## config.mk

```make
export PLATFORM = sky130hd
export DESIGN_NAME = checker9_resp_misr
export DESIGN_NICKNAME = d
export VERILOG_FILES = /design/src/rtl/checker9_resp_misr.sv
export SDC_FILE = /design/constraint.sdc
export NUM_CORES = 1
export LEC_CHECK = 0
export ABC_AREA = 1
export BUFFER_PORTS_ARGS = -buffer_cell sky130_fd_sc_hd__buf_2
export CAP_MARGIN = 20
export CORE_UTILIZATION = 45
export CTS_CLUSTER_DIAMETER = 80
export DETAILED_ROUTE_END_ITERATION = 8
export PLACE_DENSITY_LB_ADDON = 0.15
export SYNTH_ARGS = -nofsm -noshare
export SYNTH_HDL_FRONTEND = slang
export SYNTH_SLANG_ARGS = --single-unit
export TNS_END_PERCENT = 10
```

## constraint.sdc

```tcl
create_clock -name clk -period 1.8 [get_ports clk]
set_input_delay 0.18 -clock clk [delete_from_list [all_inputs] [get_ports clk]]
set_output_delay 0.18 -clock clk [all_outputs]
set_load 0.02 [all_outputs]
```

## src/rtl/checker9_resp_misr.sv

```systemverilog
`default_nettype none
// +--------------------------------------------------------------------------+
// | Module   : checker9_resp_misr                                            |
// | Purpose  : Response-compaction stage for the checker9 FSM. Compacts       |
// |            WINDOW samples of the WIDTH-bit output word into a Galois      |
// |            MISR signature, counts non-zero samples (saturating) and       |
// |            compares the final signature against a golden value.          |
// | Ports    : clk      - clock, all state changes on posedge                 |
// |            rst      - asynchronous reset, active low                      |
// |            start    - pulse, begins a run from IDLE or DONE               |
// |            abort    - return to IDLE from any state (beats start)         |
// |            y_in     - response word, bit0 = y1                            |
// |            exp_sig  - golden signature, latched into pass on DONE entry   |
// |            busy     - high while capturing                                |
// |            done     - high once WINDOW samples have been compacted        |
// |            pass     - signature matched exp_sig (valid only with done)    |
// |            sig_out  - current signature register                          |
// |            nz_cnt   - saturating count of sampled non-zero words          |
// | Revision : 1.0 - initial release                                          |
// +--------------------------------------------------------------------------+
module checker9_resp_misr #(
  parameter int               WIDTH  = 11,
  parameter int               WINDOW = 16,
  parameter logic [WIDTH-1:0] POLY   = 11'h005,
  parameter logic [WIDTH-1:0] SEED   = 11'h000,
  parameter int               CNT_W  = 8
) (
  input  logic             clk,
  input  logic             rst,
  input  logic             start,
  input  logic             abort,
  input  logic [WIDTH-1:0] y_in,
  input  logic [WIDTH-1:0] exp_sig,
  output logic             busy,
  output logic             done,
  output logic             pass,
  output logic [WIDTH-1:0] sig_out,
  output logic [CNT_W-1:0] nz_cnt
);

  // Sample counter is sized to hold WINDOW so it never wraps inside a run.
  localparam int                SCNT_W = $clog2(WINDOW + 1);
  localparam logic [SCNT_W-1:0] C_LAST = SCNT_W'(WINDOW - 1);

  typedef enum logic [1:0] {
    S_IDLE    = 2'd0,
    S_CAPTURE = 2'd1,
    S_DONE    = 2'd2
  } state_t;

  state_t             r_state;
  state_t             w_state_next;
  logic [WIDTH-1:0]   r_sig;
  logic [WIDTH-1:0]   w_sig_step;
  logic [CNT_W-1:0]   r_nz;
  logic [SCNT_W-1:0]  r_scnt;
  logic               r_pass;
  logic               w_last;

  // Galois MISR step: shift left, fold taps back in when the MSB leaves,
  // then absorb the response word.
  always_comb begin
    w_sig_step = {r_sig[WIDTH-2:0], 1'b0} ^ (r_sig[WIDTH-1] ? POLY : '0) ^ y_in;
  end

  assign w_last = (r_scnt == C_LAST);

  // Next-state logic. start is only honoured outside CAPTURE so a stray
  // pulse cannot restart a run in progress.
  always_comb begin
    w_state_next = r_state;
    if (abort) begin
      w_state_next = S_IDLE;
    end else begin
      case (r_state)
        S_IDLE, S_DONE: if (start)  w_state_next = S_CAPTURE;
        S_CAPTURE:      if (w_last) w_state_next = S_DONE;
        default:        w_state_next = S_IDLE;
      endcase
    end
  end

  always_ff @(posedge clk or negedge rst) begin
    if (!rst) begin
      r_state <= S_IDLE;
      r_sig   <= SEED;
      r_nz    <= '0;
      r_scnt  <= '0;
      r_pass  <= 1'b0;
    end else begin
      r_state <= w_state_next;
      if (abort) begin
        r_sig  <= SEED;
        r_nz   <= '0;
        r_scnt <= '0;
        r_pass <= 1'b0;
      end else if (r_state == S_CAPTURE) begin
        // y_in is only looked at here, so unknown values outside a run
        // never reach the state.
        r_sig  <= w_sig_step;
        r_scnt <= r_scnt + SCNT_W'(1);
        if ((|y_in) && !(&r_nz)) begin
          r_nz <= r_nz + CNT_W'(1);
        end
        // Verdict is frozen at DONE entry; later exp_sig changes are ignored.
        if (w_last) begin
          r_pass <= (w_sig_step == exp_sig);
        end
      end else if (start) begin
        r_sig  <= SEED;
        r_nz   <= '0;
        r_scnt <= '0;
        r_pass <= 1'b0;
      end
    end
  end

  assign busy    = (r_state == S_CAPTURE);
  assign done    = (r_state == S_DONE);
  assign pass    = r_pass & done;
  assign sig_out = r_sig;
  assign nz_cnt  = r_nz;

endmodule
`default_nettype wire

```

-- Yosys cells after proc, flatten, opt, wreduce, memory -nomap -nowiden
Cells that the tools add are included.
- register bits after elaboration: 27
- input port bits: 26
- output and inout bits: 22
- logic and storage cells: 46
- add/subtract/negate cells: 2
- equality and inequality tests: 7
- mux-type cells: 19
- bitwise gates (word level): 3
- reduce and logical (&&, ||, !) cells: 10
- operators by type and width (kind ; count):
    $mux 11 ; 3
    $mux 8 ; 4
    $mux 5 ; 3
    $eq 11x11->1 ; 1
    $reduce_or 11->1 ; 1
    $xor 11x11->11 ; 1
    $xor 11x3->11 ; 1
    $add 8x1->8 const B ; 1
    $reduce_and 8->1 ; 1
    $mux 2 ; 3
    $ne 3x2->1 const B ; 2
    $reduce_and 2->1 ; 3
    $add 5x1->5 const B ; 1
    $eq 5x4->1 const B ; 1
    $mux 1 ; 4
    $pmux 2 s2 ; 1
    $mux 3 ; 1
    $ne 3x3->1 const B ; 1
    $reduce_bool 3->1 ; 1
    $eq 2x1->1 const B ; 1
    $eq 2x2->1 const B ; 1
    $logic_not 2->1 ; 1
    $reduce_or 2->1 ; 1
    $and 1x1->1 ; 1
    other kinds (2) ; 2

-- Longest topological paths before layout
Gate-level depths: netlist of run 1.
- depth after elaboration: 7
- gate-level depth with buffers: 12
- depth with buffers taken out: 12

-- Least setup slack after synthesis of run 1
Ideal clock, no wire load.
- path kind: register to register
- start point: reg r_nz[0] (netlist: nz_cnt[0])
- end point: reg r_nz[0] (netlist: nz_cnt[0])
- library setup time: 117 ps
- arrival: 1325 ps
- required time: 1683 ps
- setup slack: 358 ps
- cell stages (with the launch flop): 9
- buffers on the path: 0
- period minus slack after synthesis: 1442 ps
- cell sequence: dfrtp_1 ha_1 nand2_1 inv_1 nand3_1 nand3_4 nand2_2 nand2_1 nand2_1
- word-level cells in the longest chain between the ends: 5
- elaborated cells between the ends (all ways): 9
- those cells by class: add/sub: 1; eq/ne: 1; mux: 3; reduce/logical: 4
- RTL lines (element ; RTL line ; text):
    start: declaration ; 55 ; logic [CNT_W-1:0] r_nz;
    start signal: assignment ; 103 ; r_nz <= r_nz + CNT_W'(1);
    branches (longest 5 deep; another with $add 8x1->8) ; - ;
Parallel ways; which one is timed is not known. The select of a mux whose other input is x is not followed.
A chain may end at the register's enable or synchronous reset.

-- Worst setup path in the final report of run 1
- start point: reg r_scnt[0]
- end point: reg r_pass
- word-level cells in the longest chain between the ends: 3
- RTL lines (element ; RTL line ; text):
    start: declaration ; 56 ; logic [SCNT_W-1:0] r_scnt;
    start signal: assignment ; 101 ; r_scnt <= r_scnt + SCNT_W'(1);
    $eq 5x4->1 ; 66 ; assign w_last = (r_scnt == C_LAST);
    $ne 3x2->1 (no line) ; - ;
    $reduce_and 2->1 (no line) ; - ;
    end signal: assignment ; 107 ; r_pass <= (w_sig_step == exp_sig);
    end: declaration ; 57 ; logic r_pass;
Every way passes these cells.

==> results of run 1 <==
[routing by layer]
| layer | global-route usage | vias up | share of wire |
|---|---|---|---|
| li1 | - | 974 | - |
| met1 | 0.289 | 825 | 0.49 |
| met2 | 0.383 | 35 | 0.46 |
| met3 | 0.0208 | 7 | 0.029 |
| met4 | 0.0842 | 0 | 0.017 |
| met5 | 0 | - | 0 |
[layout make-up]
class,instances,area [um^2],area share
tap,48,60.1,0.0277
sequential,27,676,0.312
timing repair buffer,50,260,0.120
inverter,44,165,0.0762
multi-input combinational,200,961,0.443
clock buffer,4,45.0,0.0208
[cells by family after synthesis]
kind of cell / count (synthesis)
buf+inv: 47
xor+xnor: 1
fa+ha+maj: 3
simple gates: 174
flops: 27
compound gates: 22
[registers in the layout, summed over array words and instances, names as in the netlist]
signal,count
r_scnt,5
sig_out,11
r_pass,1
r_state,2
nz_cnt,8
[through the flow]
step | cell area [um^2] | util | total power [W] | worst slack [ps] | instances
after global placement | 2110 | 0.560 | 0.00118 | 261 | 368
after detailed placement | 2110 | 0.560 | 0.00119 | 273 | 368
after floorplan | 1820 | - | 0.00103 | 358 | 274
after global routing | 2170 | 0.575 | 0.00165 | 40.3 | 373
final | 2170 | 0.575 | 0.00153 | 266 | 373
after CTS | 2170 | 0.575 | 0.00155 | 255 | 373
[critical path, delay by kind of cell (launching register included)]
family / cells / cell delay [ps]
buffers and inverters: 1 / 80
AND/OR/NAND/NOR: 9 / 560
flip-flops: 1 / 410
adder cells (fa/ha/maj): 2 / 390
[repair_timing]
action / in CTS / in global routing
hold endpoints to repair: 27 / 0
hold buffers: 1 / 0
buffers inserted: 0 / 0
[power by group through the flow]
stage	registers, W	logic [W]	clock network (W)
after floorplan	0.000748	0.000283	0
after global placement	0.000711	0.000473	0
after detailed placement	0.000712	0.000478	0
after CTS	0.000701	0.000480	0.000366
after global routing	0.000710	0.000536	0.000399
final	0.000701	0.000477	0.000356
[Yosys cell counts]
cell      count  share of area
nor2_1       24          0.049
a32o_1        1         0.0055
nand3b_1      3          0.012
nand2_4       2          0.012
o21ai_0       7          0.019
and3_1        1         0.0034
nand2_1      95           0.20
nor2_4        2          0.012
xnor2_1       1         0.0048
a31oi_1       1         0.0034
nor4_1        2         0.0069
buf_6         1         0.0062
nand3_1      35          0.096
nand3_2       1         0.0055
nor2_2        2         0.0069
o31ai_1       1         0.0041
inv_1        41          0.084
nand3_4       1         0.0096
buf_2         2         0.0055
nand2_2       4          0.014
dfrtp_1      27           0.37
ha_1          3          0.021
nor3_1        2         0.0055
a21o_1        1         0.0041
a21oi_1       3         0.0082
inv_2         3         0.0062
o22ai_1       8          0.027
[path summary, 6_finish.rpt]
check | end | slack, ps
setup / recovery | r_pass$_DFFE_PN0P_ | 270
hold / removal | r_scnt[0]$_DFFE_PN0P_ | 220
setup reg to reg | r_pass$_DFFE_PN0P_ | 270
hold reg to reg | r_pass$_DFFE_PN0P_ | 500
max in group asynchronous | nz_cnt[5]$_DFFE_PN0P_ | 950
min in group asynchronous | sig_out[6]$_DFFE_PN0P_ | 430
==> out/metrics.cfg, run 1 <==
[run_status]
status = complete, no violations

[sta]
clock_skew_ps = 10.0
finalSetupTns_ps = 0
min_period_ps = 1530
hold_violations = 0
relSlewSlack = 0.590
max_freq_ghz = 0.652
setup_viol_count_final = 0
period_share = 0.852
slew_violations = 0
grt_setup_unrepaired = false
tightest_slew_ps = 616
hold-worst-slack_ps = 225

[die]
die_x_um = 65.7
num_rows = 22
ioPinCount = 48
core_area_um2 = 3770
chipHeight_um = 65.7
initial_core_util = 0.483
die_area_um2 = 4310

[placement]
place.port_buffers = 47
place_congestion = 0.848
dp_hpwl_mm = 3.21

[power]
comb_power_share = 0.311
p_leak_nw = 1.24
sw_frac_of_total = 0.369
p_int_w = 0.000968
p_clk_frac = 0.232
power_density_nw_per_um2 = 708
p_sw_w = 0.000566
ir_drop_mv = 0.349
seqPwrFrac = 0.457

[global_routing]
grt_pass1_vias = 1714
grt_antenna_before_repair = 0
grt_use_total = 0.224
grt_pass1_wl_mm = 7.34
grt_max_degree = 28
grt_overflow = 0

[routing]
viasPerCell = 4.94
drc = 0
dr.first_iter.drc_count = 70
wl_per_cell_um = 11.4
ant_nets = 0
num_vias = 1841
drt-total-wl_mm = 4.25
drtPass1Iterations = 4

[worst_setup_path]
cp.arrival_ps = 1710
crit_start = r_scnt[0]$_DFFE_PN0P_
start_kind = register
crit_type = reg2reg
crit_path_top_delay_cell = dfrtp_1
cp_max_fo = 4
reg2regPathDepth = 12
cp_slowest_stage_delay_ps = 410
end_kind = register
crit_top_cell = nand2_1
reg2reg_from = r_scnt[0]$_DFFE_PN0P_
crit_chain = ha_1 -> nand2_1 -> nor2_1 -> ha_1 -> inv_1 -> nand3_2 -> nand2_2 -> nor2_1 -> nand2_1 -> nor2_1 -> nand2_1 -> nand2_1
cp.required_ps = 1970

[cts]
cts.clk_slew.worst_paths_ps = 90
clock-sinks = 27
numCtsBuffers = 3
cts_resized = 0
insertion_delay_ps = 280
cts_root_buf = clkbuf_8
clk_path_buf_depth = 2
htreeDepth = 1
tritoncts = yes

[final_layout]
finalNetCount = 355
layout_common_cells = 95 x nand2_1, 47 x buf_2, 41 x inv_1
final_common_cell = nand2_1
drive_gt1_frac = 0.206
syn2layout_area_growth_pct = 18.9
fillerInstances = 385
diodes = 0

[yosys]
synth.lib_cells_used.distinct = 27
synth_top_family_by_area = simple AND/OR/NAND/NOR gates
synthMuxAreaShare = 0
synthesis.area_um2 = 1820
ys_ff_latch = 27
synth_simple_gate_area_frac = 0.430
syn_inst = 274
synth.avg_cell_area_um2 = 6.65
ys_seq_area_frac = 0.371
syn_nets = 303
synthXorXnorAreaFrac = 0.00480
synth-compound-area-share = 0.0721
synth-adder-area-share = 0.0206
synthesis.yosys.warnings = 0

[min_path]
min_path_type = in2reg
hp-start = start
whs_path_depth = 4

[flow_run]
max_cap_violations = 0

Note: power is estimated with default switching activity, not from simulation.
==> run 2, diff against run 1 <==
==> constraint.sdc (replaced) <==
create_clock -name clk -period 1.8 [get_ports clk]
set_input_delay 0.36 -clock clk [delete_from_list [all_inputs] [get_ports clk]]
set_output_delay 0.36 -clock clk [all_outputs]
set_load 0.02 [all_outputs]
==> out/metrics.cfg, run 2 (synthesis gave the netlist of run 1 again) <==
[cts]
tritoncts = yes  ; unchanged
cts_resized = 0  ; unchanged
cts.clk_slew.worst_paths_ps = 100  ; was 90 ps
insertion_delay_ps = 280  ; about the same
cts_root_buf = clkbuf_8  ; unchanged
clk_path_buf_depth = 2  ; unchanged
hold_buffers = 0  ; was 1
post_cts.repair.setup_buffers = 0  ; unchanged
numCtsBuffers = 3  ; unchanged
clock-sinks = 27  ; unchanged
htreeDepth = 1  ; unchanged

[global_routing]
grt_overflow = 0  ; unchanged
grt_antenna_before_repair = 0  ; unchanged
grt_max_degree = 28  ; unchanged
grt_use_total = 0.221  ; was 0.224
grt_pass1_wl_mm = 7.27  ; was 7.34 mm
grt_pass1_vias = 1671  ; was 1714

[flow_run]
max_cap_violations = 0  ; unchanged

[power]
p_clk_frac = 0.237  ; was 0.232
p_leak_nw = 1.25  ; was 1.24 nW
p_sw_w = 0.000577  ; was 0.000566 W
p_int_w = 0.000968  ; about the same
ir_drop_mv = 0.405  ; was 0.349 mV
sw_frac_of_total = 0.373  ; was 0.369
seqPwrFrac = 0.455  ; was 0.457
comb_power_share = 0.308  ; was 0.311
power_density_nw_per_um2 = 710  ; was 708 nW/um^2

[sta]
clock_skew_ps = 3.18  ; was 10.0 ps
setup_viol_count_final = 0  ; unchanged
slew_violations = 0  ; unchanged
finalSetupTns_ps = 0  ; unchanged
min_period_ps = 1580  ; was 1530 ps
tightest_slew_ps = 617  ; was 616 ps
relSlewSlack = 0.589  ; was 0.590
grt_setup_unrepaired = false  ; unchanged
hold-worst-slack_ps = 77.9  ; was 225 ps
hold_violations = 0  ; unchanged
max_freq_ghz = 0.634  ; was 0.652 GHz
period_share = 0.876  ; was 0.852

[final_layout]
finalNetCount = 356  ; was 355
drive_gt1_frac = 0.215  ; was 0.206
syn2layout_area_growth_pct = 19.4  ; was 18.9%
diodes = 0  ; unchanged
fillerInstances = 395  ; was 385
final_common_cell = nand2_1  ; unchanged
seqCellArea_um2 = 676  ; unchanged
largest_reg_flops = 11  ; unchanged
layout_common_cells = 95 x nand2_1, 47 x buf_2, 41 x inv_1  ; unchanged
multi_input_area_um2 = 961  ; unchanged

[routing]
dr.first_iter.drc_count = 127  ; was 70
viasPerCell = 4.93  ; was 4.94
drt-total-wl_mm = 4.21  ; was 4.25 mm
wl_per_cell_um = 11.3  ; was 11.4 um
num_vias = 1844  ; was 1841
drc = 0  ; unchanged
ant_nets = 0  ; unchanged
drtPass1Iterations = 4  ; unchanged

[placement]
place_congestion = 0.870  ; was 0.848
place.port_buffers = 47  ; unchanged
dp_hpwl_mm = 3.22  ; was 3.21 mm

[worst_setup_path]
crit_buf_inv = 2  ; was 1
cp_max_fo = 6  ; was 4
end_kind = output port  ; was register
cp_slowest_stage_delay_ps = 440  ; was 410 ps
crit_type = reg2out  ; was reg2reg
crit_chain = inv_1 -> nor2_4 -> buf_2  ; was ha_1 -> nand2_1 -> nor2_1 -> ha_1 -> inv_1 -> nand3_2 -> nand2_2 -> nor2_1 -> nand2_1 -> nor2_1 -> nand2_1 -> nand2_1
cp.arrival_ps = 1220  ; was 1710 ps
cp_top_family = flip-flops  ; was simple AND/OR/NAND/NOR gates
cp.required_ps = 1440  ; was 1970 ps
crit_path_top_delay_cell = dfrtp_1  ; unchanged
start_kind = register  ; unchanged

[die]
num_rows = 22  ; unchanged
die_area_um2 = 4310  ; unchanged
initial_core_util = 0.483  ; unchanged
chipHeight_um = 65.7  ; unchanged
die_x_um = 65.7  ; unchanged
ioPinCount = 48  ; unchanged
core_area_um2 = 3770  ; unchanged

[run_status]
status = complete, no violations  ; unchanged

[min_path]
min_path_type = in2async  ; was in2reg

==> run 2: path summary, 6_finish.rpt <==
path | start | end | slack (ps) | cells after the start
setup / recovery | r_state[0]$_DFFE_PN0P_ | busy | 220 | 3
hold / removal | rst | sig_out[6]$_DFFE_PN0P_ | 80 | 1
setup reg to reg | r_scnt[0]$_DFFE_PN0P_ | r_pass$_DFFE_PN0P_ | 240 | 12
hold reg to reg | r_pass$_DFFE_PN0P_ | r_pass$_DFFE_PN0P_ | 520 | 2
max in group asynchronous | rst | nz_cnt[4]$_DFFE_PN0P_ | 1320 | 1
min in group clk | abort | r_state[0]$_DFFE_PN0P_ | 360 | 2
==> run 2: power groups by stage <==
stage                     registers [W]  logic, W  clock network (W)
after floorplan                0.000748  0.000283                  0
after detailed placement       0.000712  0.000478                  0
after global placement         0.000712  0.000473                  0
after CTS                      0.000702  0.000480           0.000382
final                          0.000703  0.000476           0.000366
after global routing           0.000710  0.000538           0.000406
==> run 2: cell type report <==
class	count	share of cell area
Timing Repair Buffer	51	0.122
Tap cell	48	0.0276
Clock buffer	3	0.0190
Clock inverter	1	0.00345
Sequential cell	27	0.311
Inverter	44	0.0759
Multi-Input combinational cell	200	0.442
==> run 2: stage by stage <==
step / util / instance area (um^2) / setup WS [ps] / total power [W] / std cells
floorplan: - / 1820 / 358 / 0.00103 / 274
global placement: 0.564 / 2130 / 248 / 0.00118 / 370
detailed placement: 0.564 / 2130 / 247 / 0.00119 / 370
CTS: 0.577 / 2180 / 210 / 0.00156 / 374
global route: 0.577 / 2180 / 95.1 / 0.00165 / 374
finish: 0.577 / 2180 / 224 / 0.00154 / 374
==> run 2: metal layers <==
layer | global-route usage | up-vias | share of wire
met5 | 0 | - | 0
met4 | 0.0326 | 0 | 0.0040
met3 | 0.0417 | 2 | 0.029
met2 | 0.361 | 31 | 0.46
met1 | 0.306 | 840 | 0.51
li1 | - | 971 | -
==> run 3, diff against run 2 <==
Settings changed: ABC_AREA 1 to not set, GPL_ROUTABILITY_DRIVEN set to 0.
==> out/metrics.cfg, run 3 <==
[run_status]
status = complete, no violations  ; unchanged

[yosys]
syn_nets = 177  ; was 303
synthesis.area_um2 = 1550  ; was 1820 um^2
synthesis.yosys.warnings = 0  ; unchanged
yosys-top-cells-area = dfrtp_1 43%, a22o_1 6.8%, xnor2_1 6.8%  ; was dfrtp_1 37%, nand2_1 20%, nand3_1 9.6%
ys_ff_latch = 27  ; unchanged
synth.lib_cells_used.distinct = 39  ; was 27
ys_seq_area_frac = 0.435  ; was 0.371
synth_edf_count = 0  ; unchanged
synth_top_area_cell = dfrtp_1  ; unchanged
synth_common_cells = 27 x dfrtp_1, 13 x nand2_1, 12 x a22o_1, 12 x xnor2_1, 11 x xor2_1  ; was 95 x nand2_1, 41 x inv_1, 35 x nand3_1
syn_inst = 148  ; was 274
ys.flop_type = dfrtp_1  ; unchanged
yosysMostFrequentCell = dfrtp_1  ; was nand2_1
synth_top_area_frac = 0.435  ; was 0.371
synth.avg_cell_area_um2 = 10.5  ; was 6.65 um^2
ys_async_sr_fraction = 1.00  ; unchanged

[worst_setup_path]
crit_path_top_delay_cell = dfrtp_1  ; unchanged
cp.required_ps = 1440  ; about the same
cp.arrival_ps = 1270  ; was 1220 ps
r2r_setup_slack_ps = 190  ; was 240 ps
reg2regPathDepth = 6  ; was 12
cp_max_fo = 4  ; was 6
reg2reg_from = r_scnt[0]$_DFFE_PN0P_  ; unchanged
end_kind = output port  ; unchanged
crit_chain = nor2b_1 -> and2_1 -> buf_2  ; was inv_1 -> nor2_4 -> buf_2
r2r-end = r_pass$_DFFE_PN0P_  ; unchanged
start_kind = register  ; unchanged
crit_type = reg2out  ; unchanged
cp_slowest_stage_delay_ps = 470  ; was 440 ps

[final_layout]
diodes = 0  ; unchanged
final_common_cell = buf_2  ; was nand2_1
syn2layout_area_growth_pct = 20.9  ; was 19.4%
finalNetCount = 228  ; was 356
largest_reg_flops = 11  ; unchanged
layout_common_cells = 47 x buf_2, 27 x dfrtp_1, 13 x nand2_1  ; was 95 x nand2_1, 47 x buf_2, 41 x inv_1
drive_gt1_frac = 0.318  ; was 0.215
stdcell_count = 242  ; was 374

[cts]
post_cts.repair.setup_buffers = 0  ; unchanged
clk_path_buf_depth = 2  ; unchanged
htreeDepth = 1  ; unchanged
hold_buffers = 0  ; unchanged
numCtsBuffers = 3  ; unchanged
tritoncts = yes  ; unchanged
insertion_delay_ps = 320  ; was 280 ps
clock-sinks = 27  ; unchanged
cts.clk_slew.worst_paths_ps = 150  ; was 100 ps
cts_root_buf = clkbuf_4  ; was clkbuf_8

[die]
chipHeight_um = 60.8  ; was 65.7 um
num_rows = 20  ; was 22
die_x_um = 60.8  ; was 65.7 um
ioPinCount = 48  ; unchanged
die_area_um2 = 3690  ; was 4310 um^2
core_area_um2 = 3150  ; was 3770 um^2
initial_core_util = 0.493  ; was 0.483

[sta]
hold_violations = 0  ; unchanged
grt_setup_unrepaired = false  ; unchanged
slew_violations = 0  ; unchanged
min_period_ps = 1630  ; was 1580 ps
relSlewSlack = 0.606  ; was 0.589
setup_viol_count_final = 0  ; unchanged
tightest_slew_ps = 592  ; was 617 ps
clock_skew_ps = 6.51  ; was 3.18 ps
finalSetupTns_ps = 0  ; unchanged
period_share = 0.904  ; was 0.876
max_freq_ghz = 0.614  ; was 0.634 GHz

[placement]
dp_cells = 238  ; was 370
dp_hpwl_mm = 2.52  ; was 3.22 mm
place.port_buffers = 47  ; unchanged

[global_routing]
grt_pass1_vias = 1188  ; was 1671
grt_use_total = 0.203  ; was 0.221
grt_pass1_wl_mm = 5.54  ; was 7.27 mm
grt_overflow = 0  ; unchanged
grt_antenna_before_repair = 0  ; unchanged
grt_max_degree = 28  ; unchanged

[power]
p_clk_frac = 0.229  ; was 0.237
seqPwrFrac = 0.567  ; was 0.455
ir_drop_mv = 0.290  ; was 0.405 mV
total_power_w = 0.00114  ; was 0.00154 W
p_leak_nw = 0.946  ; was 1.25 nW
p_int_w = 0.000814  ; was 0.000968 W
power_density_nw_per_um2 = 610  ; was 710 nW/um^2
comb_power_share = 0.205  ; was 0.308
p_sw_w = 0.000330  ; was 0.000577 W
sw_frac_of_total = 0.289  ; was 0.373

[routing]
ant_nets = 0  ; unchanged
dr.first_iter.drc_count = 27  ; was 127
drtPass1Iterations = 4  ; unchanged
viasPerCell = 5.32  ; was 4.93
drt-total-wl_mm = 3.30  ; was 4.21 mm
wl_per_cell_um = 13.6  ; was 11.3 um
drc = 0  ; unchanged
num_vias = 1287  ; was 1844

[flow_run]
max_cap_violations = 0  ; unchanged

[min_path]
min_path_type = in2async  ; unchanged

[run 3: cell types whose count changed after synthesis, sizes merged, moves of 3 or more]
cell and change:
nand2 -88, nand3b -3, nand4 +4, nor4 +3, inv -41, nand2b +4, nand3 -34, nor2 -20
xor2 +11, a22o +12, mux2i +7, xnor2 +11, o22ai -8
[run 3: metrics by stage]
stage	hold WS (ps)	cell area (um^2)	setup slack (ps)	utilization
final	12.0	1880	173	0.596
after global routing	47.7	1880	3.04	0.596
after CTS	30.8	1870	98.9	0.594
after detailed placement	409	1850	135	0.585
after global placement	401	1850	137	0.585
after floorplan	64.4	1550	333	-
[run 3: cell type report]
type | count | area, um^2
fill | 311 | 1270
multi-input combinational | 112 | 838
sequential | 27 | 676
timing repair buffer | 51 | 265
tap | 44 | 55.1
clock buffer | 3 | 22.5
inverter | 4 | 16.3
clock inverter | 1 | 5.00
[run 3: worst max path at each step]
| stage | cells past startpoint | startpoint | end | slack [ps] |
|---|---|---|---|---|
| floorplan | 2 | r_state[0]$_DFFE_PN0P_ | pass | 330 |
| global placement | 6 | r_scnt[0]$_DFFE_PN0P_ | r_pass$_DFFE_PN0P_ | 140 |
| detailed placement | 6 | r_scnt[0]$_DFFE_PN0P_ | r_pass$_DFFE_PN0P_ | 140 |
| CTS | 6 | r_scnt[0]$_DFFE_PN0P_ | r_pass$_DFFE_PN0P_ | 100 |
| global route | 6 | r_scnt[0]$_DFFE_PN0P_ | r_pass$_DFFE_PN0P_ | 3 |
| finish | 3 | r_state[0]$_DFFE_PN0P_ | pass | 170 |
[run 3: power by group through the flow]
stage               Combinational (W)  Sequential, W  Clock (W)
floorplan                    0.000124       0.000676          0
global placement             0.000232       0.000659          0
detailed placement           0.000237       0.000660          0
CTS                          0.000238       0.000649   0.000273
global route                 0.000259       0.000652   0.000295
finish                       0.000234       0.000649   0.000262
[run 3: cell families after synthesis]
kind of cell | count (synthesis) | share of synthesized area
muxes | 7 | 0.0451
xor gates and xnor gates | 24 | 0.145
DFF | 27 | 0.435
and+or+nand+nor | 52 | 0.192
adders and majority gates | 3 | 0.0242
buffers and inverters | 9 | 0.0290
AOI/OAI and AO/OA | 26 | 0.130
[run 3: repair_timing]
item,CTS,global route
endpoints found under the setup margin,0,1
endpoints found under the hold margin,0,0
gates resized for setup,0,1
[run 3: critical path: cells and delay by family, from the launching register on]
family | cells | cell delay (ps)
DFF | 1 | 470
buffers and inverters | 1 | 150
and+or+nand+nor | 2 | 320
[run 3: metal layers]
metal	part of all wire	wire length [um]	GRT usage	vias up
met3	0.041	135	0.0277	2
met1	0.49	1630	0.287	617
met4	0.0064	21	0.0584	0
met2	0.46	1520	0.328	33
li1	-	-	-	635
met5	0	0	0	-
